**config.mk**
```make
export PLATFORM = sky130hd
export DESIGN_NAME = hazard_forward_ctrl
export DESIGN_NICKNAME = d
export VERILOG_FILES = /design/src/rtl/hazard_forward_ctrl.sv
export SDC_FILE = /design/constraint.sdc
export NUM_CORES = 1
export LEC_CHECK = 0
export ABC_AREA = 1
export ABC_CLOCK_PERIOD_IN_PS = 3100
export BUFFER_PORTS_ARGS = -buffer_cell sky130_fd_sc_hd__buf_4
export CAP_MARGIN = 15
export CORE_ASPECT_RATIO = 0.7
export CORE_MARGIN = 1.5
export CORE_UTILIZATION = 54
export DETAILED_ROUTE_END_ITERATION = 8
export PLACE_DENSITY_LB_ADDON = 0.12
export SYNTH_ARGS = -nofsm -noshare
export SYNTH_HDL_FRONTEND = slang
export SYNTH_SLANG_ARGS = --single-unit
export TNS_END_PERCENT = 5
```
**constraint.sdc**
```tcl
create_clock -name clk -period 3.1 [get_ports clk]
set_input_delay 0.465 -clock clk [delete_from_list [all_inputs] [get_ports clk]]
set_output_delay 0.465 -clock clk [all_outputs]
set_load 0.1 [all_outputs]
```
**src/rtl/hazard_forward_ctrl.sv**
```systemverilog
// Hazard controller for the 5-stage MIPS pipeline: tracks the EX/MEM producers, registers the EX operand forward select and raises the load-use stall.
// Forward select appears 1 cycle after ID presentation; stall is combinational and holds ID for exactly one cycle.
module hazard_forward_ctrl #(
  parameter int REG_W = 5,
  parameter int CNT_W = 32
) (
  input  logic             clk,
  input  logic             rst,
  input  logic             id_valid,
  input  logic [REG_W-1:0] id_rs,
  input  logic [REG_W-1:0] id_rt,
  input  logic             id_rs_used,
  input  logic             id_rt_used,
  input  logic             id_wr_en,
  input  logic [REG_W-1:0] id_wr_reg,
  input  logic             id_is_load,
  input  logic             flush,
  output logic [3:0]       redirection_ctrl,
  output logic             stall,
  output logic [CNT_W-1:0] stall_count
);

  typedef struct packed {
    logic             valid;
    logic             wr_en;
    logic [REG_W-1:0] dst;
    logic             is_load;
  } rec_t;

  rec_t ex_rec;
  rec_t mem_rec;
  rec_t id_rec;

  logic       a_ex_hit, a_mem_hit, b_ex_hit, b_mem_hit;
  logic       a_alu, a_mem, b_alu, b_mem;
  logic       advance;
  logic [3:0] ctrl_nxt;

  // Register 0 is hardwired to zero, so a write to it can never be a producer.
  function automatic logic hits(input rec_t r, input logic [REG_W-1:0] idx);
    return r.valid & r.wr_en & (r.dst == idx) & (idx != '0);
  endfunction

  always_comb begin
    id_rec         = '0;
    id_rec.valid   = id_valid;
    id_rec.wr_en   = id_wr_en;
    id_rec.dst     = id_wr_reg;
    id_rec.is_load = id_is_load;

    a_ex_hit  = id_rs_used & hits(ex_rec, id_rs);
    a_mem_hit = id_rs_used & hits(mem_rec, id_rs);
    b_ex_hit  = id_rt_used & hits(ex_rec, id_rt);
    b_mem_hit = id_rt_used & hits(mem_rec, id_rt);

    // A flush kills the consumer, so a coincident load-use never stalls.
    stall   = ~flush & id_valid & ex_rec.is_load & (a_ex_hit | b_ex_hit);
    advance = id_valid & ~stall & ~flush;

    // The younger producer in EX takes priority over the older one in MEM.
    a_alu = a_ex_hit & ~ex_rec.is_load;
    a_mem = ~a_alu & a_mem_hit;
    b_alu = b_ex_hit & ~ex_rec.is_load;
    b_mem = ~b_alu & b_mem_hit;

    ctrl_nxt = advance ? {b_mem, b_alu, a_mem, a_alu} : 4'b0000;
  end

  always_ff @(posedge clk or posedge rst) begin
    if (rst) begin
      ex_rec           <= '0;
      mem_rec          <= '0;
      redirection_ctrl <= 4'b0000;
      stall_count      <= '0;
    end else begin
      mem_rec          <= ex_rec;
      ex_rec           <= advance ? id_rec : '0;
      redirection_ctrl <= ctrl_nxt;
      if (stall && (stall_count != '1)) begin
        stall_count <= stall_count + CNT_W'(1);
      end
    end
  end

endmodule

```
# [Yosys cells after proc, flatten, opt, wreduce, memory -nomap -nowiden]
# Cells that the tools add are included.
[totals] ff_bits=51 in_bits=23 output_inout_bits=37 wordCells=49
[op_classes] add_sub_neg=1 n_eq_ne=5 mux=2 bitwise_logic=29 reduce_logical=3
[ops] cell="adder 32 x 1 -> 32 bit, second input constant" count=1
[ops] cell="!= test 32 bit, second input constant" count=1
[ops] cell="AND 1 bit" count=23
[ops] cell="== test 5 bit" count=4
[ops] cell="nonzero test 5 bit" count=2
[ops] cell="2-to-1 mux 8 bit" count=1
[ops] cell="NOT 1 bit" count=5
[ops] cell="2-to-1 mux 4 bit" count=1
[ops] cell="logical AND 1 bit" count=1
[ops] cell="bitwise OR 1 bit" count=1

# [Longest topological paths before layout]
[depth] ltp_word=10 mapped_depth=11 ltp_nobuf=10

# [Worst setup path before layout]
# OpenSTA, ideal clock, no wires.
[synth_path] path_kind="register to register" start="register stall_count[0]" end="register stall_count[29]" arrival_ns=2.339 t_required_ns=3.032 slack_ns=0.693 stages_incl_launch_ff=11 path_buffers=1 period_less_slack_ns=2.407 path_cell_list="dfrtp_1 > ha_1 > nand3_2 > inv_2 > nand2_4 > nor2_4 > nand4_4 > nand3_4 > buf_6 > nand2_1 > nand2_1"
[synth_between] elab_chain_len=2 word_cells_on_any_way=3
[synth_rtl] item="start, declared" line_no="20" rtl="output logic [CNT_W-1:0] stall_count"
[synth_rtl] item="start signal, assigned" line_no="80" rtl="stall_count <= stall_count + CNT_W'(1);"
[synth_rtl] item="parallel branches: the longest is 2 deep, another holds adder 32 x 1 -> 32 bit"
# Several ways; the timed one is not identified.
# A chain may end at the register's enable or synchronous reset.

# [Worst setup path in the final report]
[layout_path] start="register ex_rec[5] (netlist bit)" end="output stall"
[layout_between] elab_chain_len=6 word_cells_on_any_way=10
[layout_rtl] item="start, declared" line_no="30" rtl="rec_t ex_rec;"
[layout_rtl] item="start signal, assigned" line_no="77" rtl="ex_rec <= advance ? id_rec : '0;"
[layout_rtl] item="== test 5 bit" line_no="41" rtl="return r.valid & r.wr_en & (r.dst == idx) & (idx != '0);"
[layout_rtl] item="AND 1 bit (2 in a row)" line_no="41"
[layout_rtl] item="AND 1 bit, on equally long branches" line_no="51, 53"
[layout_rtl] item="bitwise OR 1 bit (*)" line_no="57" rtl="stall = ~flush & id_valid & ex_rec.is_load & (a_ex_hit | b_ex_hit);"
[layout_rtl] item="AND 1 bit (*)" line_no="57"
[layout_rtl] item="end, declared" line_no="19" rtl="output logic stall,"
# Mark *: on every way between the ends. The rest lies on a longest branch, timed or not.

==> metrics <==
CTS sink count=51; Area contributors post-synth=dfrtp_1 39%, nand2_1 23%, nor2_1 8.5%; top layer in use=met4; synthesized area=3280 sq um; Area growth syn-to-layout=18.4%; post-route minimum period=2.60 ns; Net Count, Synth=510; Setup CP Type=reg -> out; clock power share=0.356; Overflow after GRT=0; CP Capture Type=primary output; ys flop type=dfrtp_1; CTS Buffer Depth=2; multi-input logic area=1770 sq um; Slew @ Worst Pin=0.432 ns; Die Height=68.2 microns; worst vdd ir=between 0.15 and 0.2 mV; starting density of the core=0.568; CTS tree=yes; final setup vio count=0; Syn Area/Cell=6.76 sq um; post-synth top area share=0.389; hold_buf cts=0; Clock Skew=between 0.005 and 0.006 ns; antenna violations before repair=0; Placeable Area=between 5000 and 6000 sq um; Slew Viols, Final=0; vias in the first global route=around 3000; Num CTS Buffers=5; Post-synth top cells=204 x nand2_1, 74 x nor2_1, 51 x dfrtp_1; top achievable clock speed=385 MHz; TNS Setup=0 ns; final WL=approximately 9000 microns; DRT Pass-1 Iters=5; WL met2=3600 microns; first-pass GRT wire length=14500 microns; via count=3391; Synthesis Warnings=0; period utilization=0.837; initial DRC count=around 270; min-delay worst type=in -> async; DP HPWL=6520 microns; Comb pwr share=0.071; DRC viols=0; # IOs=60; EDFF count, synth=0; internal power=894 uW; CTS root buf=clkbuf_8; Fin. Hold Viols=0; Max-slew headroom=0.711; die area=6560 sq um; Net Sw Frac=0.247; Post-synth ARST share=1.00; type of origin of the critical path=flip-flop; critical path fanouts, max=21; wire length per cell=14.1 microns; Net Sw Power=294 uW; Final GP Congestion=0.957; Pleak=1.96 nW; Storage cell area=1280 sq um; Clock Latency Late Sink=0.31 ns; hold_ws=0.0533 ns; Seq/Total Area, Yosys=0.389; Total GRT Usage=0.297; WP data arrival=2.13 ns; most frequent cell after synthesis=nand2_1; post-cts sizing count=0; PD cells=slightly above 300 nW/um^2; Filler Cell Count=528; unrepaired setup endpoints after global routing=false; met3 WL=approximately 740 microns; Synth area leader=dfrtp_1; Routed Antenna Nets=0; CP startpoint=ex_rec[5]$_DFF_PP0_; setup bufs post-CTS=0; Worst-path clk slew=0.10 ns; Finished Cell Area=3890 sq um; critical path data required time=approximately 2.6 ns; H-tree Lvls=2; layout cells sized above 1=0.154; synthesized instance count=486; # rows=23; die span in x=96.2 microns; outcome=complete, no violations; Via density=5.47; layout net count=568; Ant. Diodes=0; sequential power share=0.573; largest net degree at the start of global routing=52; M1 WL=4330 microns; Critical R2R Launch=stall_count[0]$_DFFE_PP0P_; Buffers on Ports=59; Area after DPL=3770 sq um; Synth cell types=29; FF+latch count, synth=51; Max Cap Violations=0
-- worst max-delay path: stages (launching register included) --
cell and delay (ns):
dfrtp_1 0.43, inv_1 0.10, nand2_1 0.06, nand2_1 0.06
nand2_1 0.05, nor2_1 0.18, nand2_1 0.10, nand2_2 0.34
nand2_1 0.15, inv_1 0.08, buf_4 0.28
-- cells in the final DEF, fill, tap and decap left out, types with 2 or more instances in the layout --
master,n
buf_4,62
xnor2_1,17
clkbuf_8,6
nand2_2,2
nand3b_1,16
nand4_1,34
inv_1,39
nor2_2,2
nand3_1,6
nand2_1,204
o21ai_0,11
dfrtp_1,51
nor2_1,74
inv_2,3
a21oi_1,3
-- cell type report --
cell class | count | share of cell area
multi-input combinational | 381 | 0.457
sequential | 51 | 0.328
timing repair buffer | 63 | 0.125
inverter | 42 | 0.0406
tap | 75 | 0.0241
clock buffer | 6 | 0.0212
clock inverter | 2 | 0.00419
-- power groups by stage --
| stage | Combinational (mW) | Sequential, mW | Clock (mW) |
|---|---|---|---|
| 2_1_floorplan | 0.0459 | 0.691 | 0 |
| 3_3_place_gp | 0.0794 | 0.693 | 0 |
| 3_5_place_dp | 0.0816 | 0.693 | 0 |
| 4_1_cts | 0.0818 | 0.680 | 0.426 |
| 5_1_grt | 0.0970 | 0.681 | 0.460 |
| 6_report | 0.0843 | 0.680 | 0.423 |
-- cell families (layout without fill, tap and decap cells) --
group                      after synthesis  after routing  synth area share
and+or+nand+nor                        347            347             0.465
buffers and inverters                   54            113            0.0709
DFF                                     51             51             0.389
xor gates and xnor gates                18             18            0.0480
AOI/OAI and AO/OA                       15             15            0.0232
adders and majority gates                1              1           0.00381
-- flip-flops by register name, summed over array words and instances (netlist names) --
register / cells
redirection_ctrl: 4
ex_rec: 8
stall_count: 32
mem_rec: 7
-- metal layers --
| metal | vias up | track usage |
|---|---|---|
| li1 | 1651 | - |
| met1 | 1582 | 0.457 |
| met2 | 146 | 0.420 |
| met3 | 12 | 0.0511 |
| met4 | 0 | 0.0882 |
| met5 | - | 0 |
-- path summary, 6_finish.rpt --
kind	endpoint	slack (ns)	cells past startpoint
worst max register to register	stall_count[31]$_DFFE_PP0P_	0.82	9
min in group clk	ex_rec[1]$_DFF_PP0_	0.36	3
worst min register to register	mem_rec[7]$_DFF_PP0_	0.38	0
max in group asynchronous	stall_count[19]$_DFFE_PP0P_	2.57	3
worst max-delay path	stall	0.50	10
worst min-delay path	mem_rec[4]$_DFF_PP0_	0.05	2
-- per-stage QoR --
stage                     setup slack, ns  instances   util  power (mW)
after floorplan                     0.693        486      -       0.737
after global placement              0.727        611  0.651       0.772
after detailed placement            0.687        611  0.651       0.775
after CTS                           0.520        619  0.668        1.19
after global routing                0.316        620  0.672        1.24
final                               0.504        620  0.672        1.19
Power figures use the tool's default switching activity.
